==> config.mk <==
export PLATFORM = sky130hd
export DESIGN_NAME = m2_block_scheduler
export DESIGN_NICKNAME = d
export VERILOG_FILES = /design/src/rtl/m2_block_scheduler.sv
export SDC_FILE = /design/constraint.sdc
export NUM_CORES = 1
export LEC_CHECK = 0
export ABC_AREA = 1
export BUFFER_PORTS_ARGS = -buffer_cell sky130_fd_sc_hd__buf_4
export CELL_PAD_IN_SITES_DETAIL_PLACEMENT = 1
export CELL_PAD_IN_SITES_GLOBAL_PLACEMENT = 1
export CORE_MARGIN = 2
export CORE_UTILIZATION = 44
export CTS_CLUSTER_DIAMETER = 60
export DETAILED_ROUTE_END_ITERATION = 7
export PLACE_DENSITY = 0.88
export SLEW_MARGIN = 5
export SYNTH_ARGS = -nofsm -noshare
export SYNTH_HDL_FRONTEND = slang
export SYNTH_SLANG_ARGS = --single-unit
==> constraint.sdc <==
create_clock -name CLOCK_50_I -period 5.4 [get_ports CLOCK_50_I]
set_input_delay 1.08 -clock CLOCK_50_I [delete_from_list [all_inputs] [get_ports CLOCK_50_I]]
set_output_delay 1.08 -clock CLOCK_50_I [all_outputs]
set_load 0.005 [all_outputs]
==> src/rtl/m2_block_scheduler.sv <==
// Milestone 2 block sequencer: runs FS/CT/CS/WS in a two-deep software-pipelined
// order over every 8x8 block of the Y, U and V planes.
module m2_block_scheduler #(
  parameter int Y_COLS  = 40,
  parameter int UV_COLS = 20,
  parameter int ROWS    = 30
) (
  input  logic       CLOCK_50_I,
  input  logic       Reset,
  input  logic       M2_start,
  output logic       M2_done,
  output logic       busy,
  output logic       FS_start,
  output logic       CT_start,
  output logic       CS_start,
  output logic       WS_start,
  input  logic       FS_done,
  input  logic       CT_done,
  input  logic       CS_done,
  input  logic       WS_done,
  output logic [1:0] fs_plane,
  output logic [1:0] ws_plane,
  output logic [4:0] fs_row,
  output logic [4:0] ws_row,
  output logic [5:0] fs_col,
  output logic [5:0] ws_col
);

  localparam int         N        = (Y_COLS + 2 * UV_COLS) * ROWS;
  localparam logic [31:0] N_U     = 32'(N);
  localparam logic [5:0] Y_LAST   = 6'(Y_COLS - 1);
  localparam logic [5:0] UV_LAST  = (UV_COLS > 0) ? 6'(UV_COLS - 1) : 6'd0;
  localparam logic [4:0] ROW_LAST = 5'(ROWS - 1);

  typedef enum logic [2:0] {
    IDLE, LI_FS, LI_CT, MEGA_A, MEGA_B, LO_CS, LO_WS, FIN
  } state_t;

  state_t      state_reg;
  state_t      state_next;
  logic [15:0] k_reg;
  logic [31:0] k_plus2;
  logic [3:0]  flag_reg;
  logic [3:0]  start_reg;
  logic [3:0]  unit_done;
  logic [3:0]  unit_act;
  logic        complete;
  logic [1:0]  adv;

  // Unit bit order everywhere: {WS, CS, CT, FS}
  function automatic logic [3:0] units_of(input state_t s);
    case (s)
      LI_FS:   return 4'b0001;
      LI_CT:   return 4'b0010;
      MEGA_A:  return 4'b0101;
      MEGA_B:  return 4'b1010;
      LO_CS:   return 4'b0100;
      LO_WS:   return 4'b1000;
      default: return 4'b0000;
    endcase
  endfunction

  assign unit_done = {WS_done, CS_done, CT_done, FS_done};
  assign unit_act  = units_of(state_reg);
  // A done arriving on the completing edge counts without waiting for its flag.
  assign complete  = (unit_act != 4'b0000) &&
                     ((unit_act & ~(flag_reg | unit_done)) == 4'b0000);
  assign k_plus2   = {16'd0, k_reg} + 32'd2;

  always_comb begin
    state_next = state_reg;
    case (state_reg)
      IDLE:    if (M2_start) state_next = LI_FS;
      LI_FS:   if (complete) state_next = LI_CT;
      LI_CT:   if (complete) state_next = (N > 1) ? MEGA_A : LO_CS;
      MEGA_A:  if (complete) state_next = MEGA_B;
      MEGA_B:  if (complete) state_next = (k_plus2 < N_U) ? MEGA_A : LO_CS;
      LO_CS:   if (complete) state_next = LO_WS;
      LO_WS:   if (complete) state_next = FIN;
      FIN:     state_next = IDLE;
      default: state_next = IDLE;
    endcase
  end

  always_ff @(posedge CLOCK_50_I) begin
    if (Reset) begin
      state_reg <= IDLE;
      start_reg <= 4'b0000;
      flag_reg  <= 4'b0000;
      k_reg     <= 16'd0;
      busy      <= 1'b0;
      M2_done   <= 1'b0;
    end else begin
      state_reg <= state_next;
      busy      <= (state_next != IDLE);
      M2_done   <= (state_next == FIN);
      if (state_next != state_reg) begin
        start_reg <= units_of(state_next);
        flag_reg  <= 4'b0000;
      end else begin
        start_reg <= 4'b0000;
        flag_reg  <= flag_reg | (unit_done & unit_act);
      end
      if (state_reg == IDLE && M2_start)
        k_reg <= 16'd0;
      else if (state_reg == MEGA_B && complete)
        k_reg <= k_reg + 16'd1;
    end
  end

  assign {WS_start, CS_start, CT_start, FS_start} = start_reg;

  // Index 0 walks the FS block order, index 1 the WS block order.
  assign adv[0] = complete & unit_act[0];
  assign adv[1] = complete & unit_act[3];

  genvar gi;
  generate
    for (gi = 0; gi < 2; gi++) begin : g_coord
      logic [1:0] plane_reg;
      logic [4:0] row_reg;
      logic [5:0] col_reg;
      logic [5:0] last_col;

      assign last_col = (plane_reg == 2'd0) ? Y_LAST : UV_LAST;

      always_ff @(posedge CLOCK_50_I) begin
        if (Reset || (state_reg == IDLE && M2_start)) begin
          plane_reg <= 2'd0;
          row_reg   <= 5'd0;
          col_reg   <= 6'd0;
        end else if (adv[gi]) begin
          if (col_reg == last_col) begin
            col_reg <= 6'd0;
            if (row_reg == ROW_LAST) begin
              row_reg   <= 5'd0;
              plane_reg <= (plane_reg == 2'd2) ? 2'd0 : plane_reg + 2'd1;
            end else begin
              row_reg <= row_reg + 5'd1;
            end
          end else begin
            col_reg <= col_reg + 6'd1;
          end
        end
      end
    end
  endgenerate

  assign fs_plane = g_coord[0].plane_reg;
  assign fs_row   = g_coord[0].row_reg;
  assign fs_col   = g_coord[0].col_reg;
  assign ws_plane = g_coord[1].plane_reg;
  assign ws_row   = g_coord[1].row_reg;
  assign ws_col   = g_coord[1].col_reg;

endmodule

==> impl_summary.txt <==
----------------------------------------------------
[Pwr]
  Total power per unit cell area ... approximately 230 nW/um2
  Maximum VDD drop ... roughly 0.00018 V
  Static power due to leakage ... 1.37 nW

[Worst setup path]
  Arrival time of the worst setup path ... about 2800 ps
  Critical path's slowest cell ... inv_1
  Critical path startpoint ... Reset
  Peak per-stage delay on the critical path ... 560 ps
  Required time reported for the critical path endpoint ... 5640 ps
  Crit path max-delay family ... simple AND/OR/NAND/NOR gates
  Capturing instance or port of the critical path ... ws_col[4]
  Crit Reg-Reg Endpoint ... start_reg[1]
  Kind of end point of the critical path ... flip-flop
  Buffers and inverters on the worst path ... 3
  Cell Chain, Critical Path ... buf_4 > inv_1 > nand2_1 > inv_1 > nand2_1 > nor3b_1
  Path length in cells of the critical path ... 6
  Type of the worst setup path ... in2reg
  Reg-to-reg critical path startpoint ... k_reg[1]
  Setup slack, reg-to-reg ... 3010 ps
  Number of cells on the worst reg-to-reg path ... 15
  Maximum fanout along the worst path ... 17
  Crit path launch type ... primary input

[Clocking]
  CTS Root Cell ... clkbuf_8
  Clock sinks ... 55
  CTS tree ... done
  Number of gates resized after cts ... 0
  Clk pin slew, worst setup/hold paths ... 100 ps
  Number of hold buffers added after CTS ... 0
  Setup repair bufs after CTS ... 0
  Clock Latency Late Sink ... slightly above 300 ps
  Number of buffers added by the clock tree synthesis step ... 5
  CTS H-tree lvls ... 2
  Longest Clk Path Bufs ... 2

[Run status]
  Run status ... completed

[Layout]
  Ratio of cells with drive above 1 in the final layout ... 15.4%
  Syn-to-layout area delta ... 15.5%
  Filler Cell Count ... 865
  Nets ... between 400 and 500
  Antenna cells ... 0
  Largest register FFs ... 16

[Synth]
  Main area contributors after synthesis ... dfxtp_1 (38%), nand2_1 (10%), nor2_1 (7.5%)
  Share of async-settable or async-resettable flops after synthesis ... 0%
  Fraction of post-synthesis cell area in the top cell type by area ... 38.1%
  Number of synthesized register bits ... 55
  Library cell with the largest summed area after synthesis ... dfxtp_1
  Cell area after synthesis ... 2890 um2
  Mean Syn Cell Area ... 7.01 um2
  Library cell with the highest instance count after synthesis ... nand2_1
  Count of flip-flops with a built-in enable after synthesis ... 0
  Synthesized net count ... 426
  Count of unique library cells instantiated by Yosys ... 38
  Gate count after technology mapping ... 412
  Warnings from Yosys ... 0
  Most used flip-flop cell after synthesis ... dfxtp_1
  Share of synthesized area occupied by flip-flops and latches ... 38.1%
  Cell types with the highest counts after synthesis ... nand2_1 (79), nor2_1 (58), inv_1 (57)

[Placement]
  Quantity of I/O buffers inserted on ports ... 38
  Global placer's final weighted congestion ... 0.815
  Worst setup slack after placement ... 2470 ps
  Sum of net half-perimeters after detailed placement ... between 5 and 6 mm

[Floorplanning]
  Site Rows ... 29
  Area enclosed by the die boundary ... 7220 um2
  Width of the die ... 85.0 um
  Number of top-level pins ... 39
  Starting Density ... 45.5%
  Chip Height ... ~85 um
  Area inside the core boundary ... 6350 um2

[Global route]
  Global-route wire length before repair ... 12.7 mm
  Pin count of the biggest net entering global routing ... 18
  Initial antenna violation count ... 0
  Number of global-route vias before repair ... roughly 2900
  Aggregate global routing overflow ... 0
  Total routing resource utilization after global routing ... between 20% and 30%

[Route]
  Detailed Route Iter0 Violations ... 85
  Total number of vias ... 2803
  Number of remaining DRC errors ... 0
  Router iterations before antenna repair ... 4
  Aggregate routed wire length ... 7.52 mm
  WL/cell ... 14.2 um
  Count of antenna-violating nets left after detailed routing ... 0
  Via/cell ratio ... 5.28

[STA]
  Fmax ... 385 MHz
  Total count of max-transition violations in the final report ... 0
  Max-slew headroom ... 58.9%
  Worst Setup Slack, final ... 2800 ps
  Fin. Hold Viols ... 0
  Slew at the pin with the worst max-slew slack ... 615 ps
  Sum of negative setup slack ... 0 ps
  Time the worst path needs with I/O delays and setup ... between 2000 and 3000 ps
  Tcrit/Tclk final ... 48.1%
  Clk_skew ... 6.17 ps
  RSZ-0062 raised after global routing ... false
  Count of endpoints failing setup in the final report ... 0

[Min path]
  Hold Crit Class ... reg2reg

[Run]
  Reported max-cap violation count ... 0

----------------------------------------------------
[through the flow]
step / hold WS (ps) / utilization [%] / instances / power [W] / area (um2)
6_report: 457 / 52.5 / 531 / 0.000751 / 3330
5_1_grt: 486 / 52.5 / 531 / 0.000780 / 3330
4_1_cts: 462 / 52.5 / 531 / 0.000758 / 3330
3_5_place_dp: 447 / 51.2 / 523 / 0.000532 / 3250
3_3_place_gp: 432 / 51.2 / 523 / 0.000529 / 3250
2_1_floorplan: 425 / - / 412 / 0.000502 / 2890
[metal layers]
layer	routed length, um	vias to the layer above	GRT usage [%]
met2	3910	38	40.4
met3	209	8	3.50
met5	0	-	0
met4	100	0	6.20
li1	-	1409	-
met1	3300	1348	24.7
[cells in the final DEF, fill, tap and decap left out, drive strengths merged, types with 2 or more instances in the layout]
master  count
nor4        2
a21oi      29
inv        60
nor3       16
clkbuf      6
nor2       67
dfxtp      55
xnor2       4
nand4       4
nand3      28
nand3b      2
o21ai      20
o21a        3
nand2      84
a211oi      4
ha          7
xor2        4
o22ai       2
o31ai       2
nor3b       7
and3        2
buf        38
or2         3
[worst min-delay path, cell delays in order, from the launching register on]
cell and delay (ps):
dfxtp_1 320, inv_1 50, a21oi_1 50
[cell families after synthesis]
kind of cell / after synthesis / share of synthesized area (%)
AO/OA/AOI/OAI: 62 / 12.3
AND/OR/NAND/NOR: 216 / 35.6
flip-flops: 55 / 38.1
XOR/XNOR: 8 / 2.43
adder cells (fa/ha/maj): 7 / 3.03
buffers and inverters: 64 / 8.50
[area by class of cell]
class                   count  area (um2)  share of cell area, %
clock buffers               6        72.6                   2.18
flip-flops and latches     55        1100                   33.0
well taps                  77        96.3                   2.89
multi-input cells         293        1540                   46.2
clock inverters             2        12.5                  0.375
inverters                  60         225                   6.76
repair buffers             38         285                   8.56
[power breakdown]
group	internal [W]	switching, W	total, W
Clock	0.0000911	0.000138	0.000229
Combinational	0.0000324	0.0000675	0.0000999
Sequential	0.000414	0.00000799	0.000422
[worst min path at each step]
stage	startpoint	to	slack, ps	cells after the start
finish	flag_reg[2]	flag_reg[2]	460	2
global route	flag_reg[1]	flag_reg[1]	490	2
CTS	flag_reg[2]	flag_reg[2]	460	2
detailed placement	flag_reg[2]	flag_reg[2]	450	2
global placement	flag_reg[2]	flag_reg[2]	430	2
floorplan	flag_reg[1]	flag_reg[1]	430	2
No activity file was read; power rests on OpenSTA's default activity.
